[src/rtl/program_counter_ras.sv]
// Fetch program counter with a circular return-address stack.
// The PC advances sequentially, holds on stall, and is redirected by branch/jump
// loads and by subroutine call/return. A full stack overwrites its oldest entry
// on push, and an empty stack makes a return fall back to PC_load_addr. Two
// sticky flags record those events until flag_clr clears them.
module program_counter_ras #(
  parameter int ADDR_W     = 13,
  parameter int RAS_DEPTH  = 4,
  parameter int RESET_ADDR = 0
) (
  input  logic                           clk,
  input  logic                           reset,
  input  logic                           stall,
  input  logic                           load_enable,
  input  logic [ADDR_W-1:0]              PC_load_addr,
  input  logic                           call,
  input  logic                           ret,
  input  logic                           flag_clr,
  output logic [ADDR_W-1:0]              instr_mem_addr,
  output logic [$clog2(RAS_DEPTH+1)-1:0] ras_count,
  output logic                           ras_empty,
  output logic                           ras_full,
  output logic                           ras_overflow,
  output logic                           ras_underflow
);

  localparam int PTR_W = (RAS_DEPTH > 1) ? $clog2(RAS_DEPTH) : 1;
  localparam int CNT_W = $clog2(RAS_DEPTH + 1);

  // Stack storage is never reset; the count alone defines which entries are valid.
  logic [ADDR_W-1:0] ras_mem [RAS_DEPTH];
  logic [PTR_W-1:0]  wr_ptr;
  logic [PTR_W-1:0]  top_ptr;
  logic [ADDR_W-1:0] pc_inc;
  logic [ADDR_W-1:0] pc_next;
  logic              do_pop;
  logic              pop_fail;
  logic              do_push;
  logic              push_ovf;

  // Request decode: a return always wins over a call issued in the same cycle.
  always_comb begin
    ras_empty = (ras_count == '0);
    ras_full  = (ras_count == CNT_W'(RAS_DEPTH));
    top_ptr   = wr_ptr - 1'b1;
    pc_inc    = instr_mem_addr + 1'b1;
    do_pop    = ret && !ras_empty;
    pop_fail  = ret && ras_empty;
    do_push   = call && !ret;
    push_ovf  = do_push && ras_full;
  end

  // Next-PC selection by priority: ret, call, load, stall, sequential increment.
  always_comb begin
    pc_next = pc_inc;
    if (ret) begin
      pc_next = do_pop ? ras_mem[top_ptr] : PC_load_addr;
    end else if (call || load_enable) begin
      pc_next = PC_load_addr;
    end else if (stall) begin
      pc_next = instr_mem_addr;
    end
  end

  // PC register, stack pointer and occupancy count.
  always_ff @(posedge clk or negedge reset) begin
    if (!reset) begin
      instr_mem_addr <= ADDR_W'(RESET_ADDR);
      wr_ptr         <= '0;
      ras_count      <= '0;
    end else begin
      instr_mem_addr <= pc_next;
      if (do_pop) begin
        wr_ptr    <= top_ptr;
        ras_count <= ras_count - 1'b1;
      end else if (do_push) begin
        wr_ptr <= wr_ptr + 1'b1;
        if (!ras_full) ras_count <= ras_count + 1'b1;
      end
    end
  end

  // Sticky event flags; a new event in the same cycle beats flag_clr.
  always_ff @(posedge clk or negedge reset) begin
    if (!reset) begin
      ras_overflow  <= 1'b0;
      ras_underflow <= 1'b0;
    end else begin
      if (push_ovf)      ras_overflow <= 1'b1;
      else if (flag_clr) ras_overflow <= 1'b0;
      if (pop_fail)      ras_underflow <= 1'b1;
      else if (flag_clr) ras_underflow <= 1'b0;
    end
  end

  // Return-address write; a push while full lands on the oldest slot.
  always_ff @(posedge clk) begin
    if (do_push) ras_mem[wr_ptr] <= pc_inc;
  end

endmodule

[config.mk]
export PLATFORM = sky130hd
export DESIGN_NAME = program_counter_ras
export DESIGN_NICKNAME = d
export VERILOG_FILES = /design/src/rtl/program_counter_ras.sv
export SDC_FILE = /design/constraint.sdc
export NUM_CORES = 1
export LEC_CHECK = 0
export CELL_PAD_IN_SITES_DETAIL_PLACEMENT = 0
export CELL_PAD_IN_SITES_GLOBAL_PLACEMENT = 1
export CORE_UTILIZATION = 30
export DETAILED_ROUTE_END_ITERATION = 16
export HOLD_SLACK_MARGIN = 0.03
export PLACE_DENSITY_LB_ADDON = 0.15
export SETUP_SLACK_MARGIN = 0.1
export SLEW_MARGIN = 20
export SYNTH_ARGS = -nofsm -noshare
export SYNTH_HDL_FRONTEND = slang
export SYNTH_SLANG_ARGS = --single-unit
[constraint.sdc]
create_clock -name clk -period 3.5 [get_ports clk]
set_clock_uncertainty 0.1 [all_clocks]
set_input_delay 0.875 -clock clk [delete_from_list [all_inputs] [get_ports clk]]
set_output_delay 0.875 -clock clk [all_outputs]
set_load 0.03 [all_outputs]
==> results_dict.tcl, run 1 <==
set metrics [dict create \
    post_synth_and_or_nand_nor_area_fraction_pct 10.6 \
    netlist.area_leader.share_pct 45.9 \
    grt_antenna_before_repair 0 \
    cp.arrival_ns 2.14 \
    cts_buffers 9 \
    finalNetCount 324 \
    first_global_vias 2378 \
    fraction_of_registers_with_async_set_or_reset_after_synthesis_pct 27.8 \
    r2r_setup_slack_ns 1.03 \
    least_margin_pin_slew_ns 0.898 \
    cts_hold_buf 0 \
    synth_top_flop_cell "edfxtp_1" \
    gpl.final_weighted_congestion 0.735 \
    p_switching_mw 1.44 \
    worst_ep_required_time_ns 2.52 \
    post_route_cells_drive_above_1_share_pct 18.5 \
    combPwrFrac_pct 36.5 \
    synth_compound_gate_area_share_pct 11.2 \
    ctsResizeCount 0 \
    period_minus_slack_ns 3.11 \
    tritoncts_clock_tree "built" \
    netSwitchingFraction_pct 34.3 \
    placed_cell_area_um2 4010 \
    most-common-layout-cells "edfxtp_1, clkdlybuf4s50_1, dfrtp_1" \
    syn2layout_area_growth_pct 29.3 \
    post-route-period-util_pct 88.9 \
    clock-sinks 72 \
    syn_inst 246 \
    worst_hold_path.endpoint "ras_overflow$_DFFE_PN0P_" \
    finalSetupViolations 0 \
    die_area_um2 11800 \
    grt_setup_unrepaired "no" \
    grt_start_max_net_pins 21 \
    drtPass1Iterations 4 \
    layout_commonest_cell "edfxtp_1" \
    clk_latency_ns 0.34 \
    endpoint_class_of_the_critical_path "output pin" \
    antenna-diode-count 0 \
    chipWidth_um 108 \
    timing.hold.worst.start "ras_overflow$_DFFE_PN0P_" \
    worst_r2r_endpoint "instr_mem_addr[12]$_DFFE_PN0P_" \
    power.ir.vdd_worst_v 0.000388 \
    synthesis.area_um2 3400 \
    max_clock_freq_mhz 322 \
    fp.dieH_um 108 \
    core_area_um2 10900 \
    yosys.area_share.adder_pct 2.21 \
    power_density_nw_per_um2 953 \
    final_hold_viol_count 0 \
    drc 0 \
    synth.distinct_cells 57 \
    placement.io_buffers 39 \
    worstSetupStartpointType "flip-flop" \
    first_pass_grt_wire_length_mm 13.9 \
    cts_setup_buffers 0 \
    path_max_fanout 9 \
    floorplan.initialDensity_pct 31.1 \
    synth-xor-area-share_pct 2.83 \
    worst-setup-path-type "reg -> out" \
    vias_per_cell 5.08 \
    fin_ws_ns 0.390 \
    detail_route.wl_per_cell_um 19.8 \
    track_usage_pct 16.6 \
    synth.ff_latch_count 72 \
    clk_root_buffer_cell "clkbuf_16" \
    place.detailed.hpwl_mm 5.90 \
    reg2reg_start "wr_ptr[1]$_DFFE_PN0P_" \
    maxCapViolations 0 \
    postSynthNetCount 272 \
    maxSlewHeadroom_pct 39.8 \
    dr.first_iter.drc_count 90 \
    holdCritPathClass "reg -> reg" \
    io_pins 40 \
    max-clock-path-buffers 2 \
    grt-ovfl-total 0 \
    run_status "completed" \
    routed_wl_mm 8.75 \
    final_design_area_no_fill_um2 4400 \
    leakage_power_nw 1.60 \
    post_syn_area_per_cell_um2 13.8 \
    reg2reg_depth 5 \
    internal_power_mw 2.75 \
    clockPowerShare_pct 28.8 \
    ys_top_cells_by_area "edfxtp_1, dfrtp_1, mux4_2" \
    whs_path_depth 1 \
    detailedPlace.worstSlack_ns 0.387 \
    clkSlewWorstSetupHoldPaths_ns 0.06 \
    final-max-slew-violation-count 0 \
    post_synth_edffs 52 \
    yosysSeqAreaShare_pct 60.6 \
    totalNegativeSetupSlack_ns 0 \
    sequentialPowerShare_pct 34.6 \
    synth_top_family_by_area "compound AO/OA/AOI/OAI gates" \
    yosys.area.top_type "edfxtp_1" \
    ant_nets 0 \
    synthMuxAreaShare_pct 9.57 \
    synth.yosys.warnings 0 \
    postLayoutCoreUtil_pct 40.2 \
    row_count 38 \
    htree_levels 3 \
    routed-via-count 2251 \
]
[worst max-delay path by stage]
stage                                                 to  slack (ns)  depth (start not counted)                      from
final                                          ras_empty        0.39                          2  ras_count[1]$_DFFE_PN0P_
after global routing                           ras_empty        0.27                          2  ras_count[1]$_DFFE_PN0P_
after CTS                                      ras_empty        0.36                          2  ras_count[1]$_DFFE_PN0P_
after detailed placement  instr_mem_addr[12]$_DFFE_PN0P_        0.39                          5                       ret
after global placement    instr_mem_addr[12]$_DFFE_PN0P_        0.41                          5                       ret
after floorplan                                ras_empty        0.94                          2  ras_count[1]$_DFFE_PN0P_
[power by group through the flow]
stage               registers (mW)  clock network [mW]  logic [mW]
floorplan                     1.56                   0       0.900
global placement              1.47                   0        1.55
detailed placement            1.47                   0        1.57
CTS                           1.46                1.23        1.57
global route                  1.49                1.27        1.68
finish                        1.45                1.21        1.53
[kinds of logic (layout without fill, tap and decap cells)]
logic type	Yosys count	after routing
flip-flops	72	72
AND/OR/NAND/NOR	69	69
AO/OA/AOI/OAI	52	52
buffers and inverters	20	77
multiplexers	16	16
XOR/XNOR	11	11
adder cells (fa/ha/maj)	6	6
[final cells by class]
cell class,instances,area [µm²]
Fill cell,1053,6540
Sequential cell,72,2060
Multi-Input combinational cell,154,1240
Timing Repair Buffer,54,503
Clock buffer,9,225
Tap cell,140,175
Clock inverter,7,168
Inverter,7,26.3
[state kept, by name, indices dropped and copies added, names as in the netlist]
register        cells
ras_underflow       1
wr_ptr              2
ras_count           3
ras_overflow        1
instr_mem_addr     13
ras_mem            52
[metrics by stage]
step           hold WS (ns)  power [mW]  cells
2_1_floorplan         0.479        2.46    246
3_3_place_gp          0.397        3.02    427
3_5_place_dp          0.402        3.04    427
4_1_cts               0.416        4.26    443
5_1_grt               0.418        4.44    443
6_report              0.408        4.19    443
[synth_stat cells (all sizes together) (4+ instances only)]
master / n
a21oi: 8
a22oi: 4
a31oi: 6
and2: 4
buf: 9
clkbuf: 4
dfrtp: 20
edfxtp: 52
ha: 6
inv: 7
mux4: 13
nand2: 19
nand3: 9
nor2: 13
nor3: 5
o211ai: 4
o21ai: 6
xnor2: 7
xor2: 4
[worst max-delay path: stages, from the launching register on]
cell             delay (ns)
dfrtp_1                0.48
nor3_1                 0.53
clkdlybuf4s50_1        0.78
[routing by layer]
metal  track usage [%]  wire [µm]  share of wire, %  up-vias
li1                  -          -                 -     1068
met1              23.4       4260                49     1128
met5                 0          0                 0        -
met2              25.5       4140                47       45
met3              3.50        245               2.8       10
met4              5.21        105               1.2        0
No activity file was read; power rests on OpenSTA's default activity.
==> run 2: changes to the inputs <==
- CORE_ASPECT_RATIO: default -> 0.7
- SETUP_SLACK_MARGIN: 0.1 -> 0.2
==> results_dict.tcl, run 2 (synthesis results as in run 1) <==
set metrics [dict create \
    run_status "completed" \
    registers.top_by_ff_count "ras_mem" \
    chipWidth_um 129 \
    clkSlewWorstSetupHoldPaths_ns 0.06 \
    track_usage_pct 16.1 \
    routed_wl_mm 8.58 \
    grt_start_max_net_pins 21 \
    vias_per_cell 4.90 \
    ctsResizeCount 0 \
    grt-ovfl-total 0 \
    least_margin_pin_slew_ns 0.827 \
    power_mw 4.02 \
    totalNegativeSetupSlack_ns 0 \
    clock-sinks 72 \
    max_clock_freq_mhz 339 \
    fp.dieH_um 91.1 \
    gpl.final_weighted_congestion 0.763 \
    io_pins 40 \
    path_max_fanout 9 \
    cp.arrival_ns 1.98 \
    finalNetCount 327 \
    cts_buffers 9 \
    max-clock-path-buffers 2 \
    post-route-period-util_pct 84.3 \
    most-common-layout-cells "edfxtp_1, clkdlybuf4s50_1, dfrtp_1" \
    die_area_um2 11800 \
    final_hold_viol_count 0 \
    floorplan.initialDensity_pct 30.9 \
    drtPass1Iterations 4 \
    placement.io_buffers 39 \
    clk_latency_ns 0.33 \
    leakage_power_nw 1.57 \
    reg2reg_depth 5 \
    syn2layout_area_growth_pct 28.4 \
    core_area_um2 11000 \
    endpoint_class_of_the_critical_path "output pin" \
    ant_nets 0 \
    worst-setup-path-type "reg -> out" \
    layout_commonest_cell "edfxtp_1" \
    row_count 32 \
    maxSlewHeadroom_pct 44.5 \
    post_route_cells_drive_above_1_share_pct 19.0 \
    worst_ep_required_time_ns 2.52 \
    drc 0 \
    tritoncts_clock_tree "built" \
    whs_path_depth 1 \
    cts_hold_buf 0 \
    worstSetupStartpointType "flip-flop" \
    htree_levels 3 \
    antenna-diode-count 0 \
    cts_setup_buffers 0 \
    power_density_nw_per_um2 920 \
    place.detailed.hpwl_mm 6.14 \
    first_pass_grt_wire_length_mm 13.4 \
    holdCritPathClass "reg -> reg" \
    detail_route.wl_per_cell_um 18.7 \
    maxCapViolations 0 \
    largestRegisters "ras_mem x52, instr_mem_addr x13, ras_count x3" \
    power.ir.vdd_worst_v 0.000402 \
    finalSetupViolations 0 \
    largest_register_ff_count 52 \
    first_global_vias 2252 \
    grt_setup_unrepaired "no" \
    dr.first_iter.drc_count 147 \
    grt_antenna_before_repair 0 \
    routed-via-count 2249 \
    final-max-slew-violation-count 0 \
    period_minus_slack_ns 2.95 \
    clk_root_buffer_cell "clkbuf_16" \
]
## run 2: area by class of cell
class | count | area [µm²]
clock buffer | 11 | 243
clock inverter | 5 | 80.1
fill | 1053 | 6640
inverter | 7 | 26.3
multi-input combinational | 154 | 1240
sequential | 72 | 2060
tap | 153 | 191
timing repair buffer | 57 | 526
## run 2: metal layers
| layer | GRT usage, % | vias up | part of all wire [%] |
|---|---|---|---|
| met5 | 0 | - | 0 |
| met4 | 5.78 | 0 | 1.6 |
| met3 | 4.48 | 13 | 5.2 |
| met2 | 22.4 | 46 | 42 |
| met1 | 23.6 | 1115 | 51 |
| li1 | - | 1075 | - |
## run 2: final timing paths
kind | start | endpoint | slack, ns
worst min-delay path | ras_underflow$_DFFE_PN0P_ | ras_underflow$_DFFE_PN0P_ | 0.41
min in group asynchronous | reset | ras_underflow$_DFFE_PN0P_ | 0.80
max in group asynchronous | reset | instr_mem_addr[4]$_DFFE_PN0P_ | 2.26
worst max-delay path | ras_count[1]$_DFFE_PN0P_ | ras_full | 0.55
worst max register to register | wr_ptr[1]$_DFFE_PN0P_ | instr_mem_addr[12]$_DFFE_PN0P_ | 1.04
worst min register to register | ras_underflow$_DFFE_PN0P_ | ras_underflow$_DFFE_PN0P_ | 0.41
## run 2: stage by stage
stage / hold WS (ns) / cells / utilization [%] / cell area (µm²) / worst slack, ns
3_5_place_dp: 0.400 / 443 / 36.7 / 4040 / 0.395
2_1_floorplan: 0.479 / 246 / - / 3400 / 0.938
3_3_place_gp: 0.402 / 443 / 36.7 / 4040 / 0.426
6_report: 0.414 / 459 / 39.7 / 4370 / 0.548
5_1_grt: 0.432 / 459 / 39.7 / 4370 / 0.489
4_1_cts: 0.416 / 459 / 39.7 / 4370 / 0.552
## run 2: power breakdown
part	total [mW]	switching (mW)	internal, mW
registers	1.46	0.236	1.23
clock network	0.978	0.336	0.642
logic	1.58	0.871	0.706
## run 2: critical path, cell delays in order (launching register included)
cell,delay (ns)
dfrtp_1,0.49
nor3b_1,0.41
clkdlybuf4s50_1,0.75
==> run 3: changes to the inputs <==
- clock period: 3.5 -> 2.9 ns (I/O delays scaled with it)
==> results_dict.tcl, run 3 (synthesis results as in run 1) <==
set metrics [dict create \
    run_status "completed" \
    holdCritPathClass "reg -> reg" \
    cts_buffers 9 \
    met3_length_um 355 \
    antenna-diode-count 0 \
    worst_ep_required_time_ns 2.08 \
    place.detailed.hpwl_mm 6.45 \
    die_area_um2 11800 \
    cp.depth 1 \
    power_mw 4.79 \
    row_count 32 \
    finalNetCount 333 \
    wl_met1_mm 4.82 \
    filler_cell_count 1034 \
    detail_route.wl_per_cell_um 19.4 \
    post_route_cells_drive_above_1_share_pct 20.8 \
    timing.hold.ws_ns 0.416 \
    slowest_delay_ns 0.75 \
    chipWidth_um 129 \
    fp.dieH_um 91.1 \
    largestRegisters "ras_mem x52, instr_mem_addr x13, ras_count x3" \
    registers.top_by_ff_count "ras_mem" \
    worst-setup-path-type "reg -> out" \
    gpl.final_weighted_congestion 0.785 \
    floorplan.initialDensity_pct 30.9 \
    vias_per_cell 4.91 \
    clk_root_buffer_cell "clkbuf_16" \
    htree_levels 3 \
    syn2layout_area_growth_pct 30.0 \
    most-common-layout-cells "edfxtp_1, clkdlybuf4s50_1, dfrtp_1, buf_4, nand2_1" \
    first_pass_grt_wire_length_mm 13.8 \
    cp_num_buf_inv 1 \
    track_usage_pct 16.7 \
    placement.io_buffers 39 \
    critical_path.cell_chain "clkdlybuf4s50_1" \
    power.ir.vdd_worst_v 0.000477 \
    dr.first_iter.drc_count 142 \
    max_clock_freq_mhz 405 \
    grt_start_max_net_pins 21 \
    maxSlewHeadroom_pct 42.5 \
    grt_antenna_before_repair 0 \
    worst_r2r_endpoint "instr_mem_addr[0]$_DFFE_PN0P_" \
    grt_setup_unrepaired "no" \
    final_hold_viol_count 0 \
    routed_wl_mm 9.01 \
    post-route-period-util_pct 85.1 \
    detailroute.wirelength.met2_mm 3.75 \
    final_design_area_no_fill_um2 4420 \
    ant_nets 0 \
    tritoncts_clock_tree "built" \
    critical_path.slowest_cell "clkdlybuf4s50_1" \
    grt-ovfl-total 0 \
    clkSlewWorstSetupHoldPaths_ns 0.06 \
    r2r_setup_slack_ns 0.48 \
    io_pins 40 \
    finalSetupViolations 0 \
    reg2reg_start "wr_ptr[1]$_DFFE_PN0P_" \
    leakage_power_nw 1.61 \
    cp.arrival_ns 1.64 \
    drc 0 \
    path_delay_family "buffers and inverters" \
    largest_register_ff_count 52 \
    highest_layer "met4" \
    whs_path_depth 1 \
    first_global_vias 2269 \
    endpoint_class_of_the_critical_path "output pin" \
    worstSetupStartpointType "flip-flop" \
    least_margin_pin_slew_ns 0.858 \
    core_area_um2 11000 \
    clk_latency_ns 0.34 \
    max-clock-path-buffers 2 \
    cp-startpoint "instr_mem_addr[2]$_DFFE_PN0P_" \
    power_density_nw_per_um2 1080 \
    cts_hold_buf 0 \
    period_minus_slack_ns 2.47 \
    path_max_fanout 8 \
    reg2reg_depth 7 \
    clock-sinks 72 \
    routed-via-count 2282 \
    timing.critical_path.to "instr_mem_addr[2]" \
    placed_cell_area_um2 4140 \
    maxCapViolations 0 \
    totalNegativeSetupSlack_ns 0 \
    drtPass1Iterations 4 \
    final-max-slew-violation-count 0 \
    cts_setup_buffers 0 \
    layout_commonest_cell "edfxtp_1" \
]
## run 3: changes by cell type in the layout (fill, tap and decap cells not counted), sizes merged
cell	previous run	this run
buf	18	24
bufinv	2	0
clkdlybuf4s50	39	37
clkinv	1	2
clkinvlp	2	3
dlygate4sd2	0	1
dlymetal6s2s	0	1
## run 3: final cells by class
type	instances	area, µm²	area share (%)
Clock buffer	11	243	5.49
Clock inverter	5	32.5	0.736
Inverter	7	26.3	0.594
Multi-Input combinational cell	154	1240	28.1
Sequential cell	72	2060	46.6
Tap cell	153	191	4.33
Timing Repair Buffer	63	622	14.1
## run 3: power breakdown
group          internal, mW  total (mW)  switching (mW)
logic                 0.908        2.07            1.16
registers              1.48        1.71           0.233
clock network         0.598        1.01           0.416
total                  2.99        4.79            1.81
## run 3: stage by stage
step | cells | util, % | setup slack (ns)
finish | 465 | 40.1 | 0.431
global route | 465 | 40.1 | 0.340
CTS | 465 | 40.1 | 0.190
detailed placement | 449 | 37.6 | 0.0918
global placement | 449 | 37.6 | 0.120
floorplan | 246 | - | 0.353
## run 3: worst min path at each step
stage	from	to
detailed placement	ras_underflow$_DFFE_PN0P_	ras_underflow$_DFFE_PN0P_
finish	ras_underflow$_DFFE_PN0P_	ras_underflow$_DFFE_PN0P_
floorplan	reset	instr_mem_addr[0]$_DFFE_PN0P_
global route	ras_underflow$_DFFE_PN0P_	ras_underflow$_DFFE_PN0P_
global placement	ras_underflow$_DFFE_PN0P_	ras_underflow$_DFFE_PN0P_
CTS	ras_underflow$_DFFE_PN0P_	ras_underflow$_DFFE_PN0P_
## run 3: timing repair
| item | CTS | global route |
|---|---|---|
| hold endpoints to repair | 0 | 0 |
| resized for setup | 2 | 1 |
| setup endpoints to repair | 2 | 1 |
## run 3: routing by layer
metal	up-vias	track usage, %
met3	8	4.71
li1	1084	-
met1	1145	25.2
met5	-	0
met2	45	22.7
met4	0	5.29
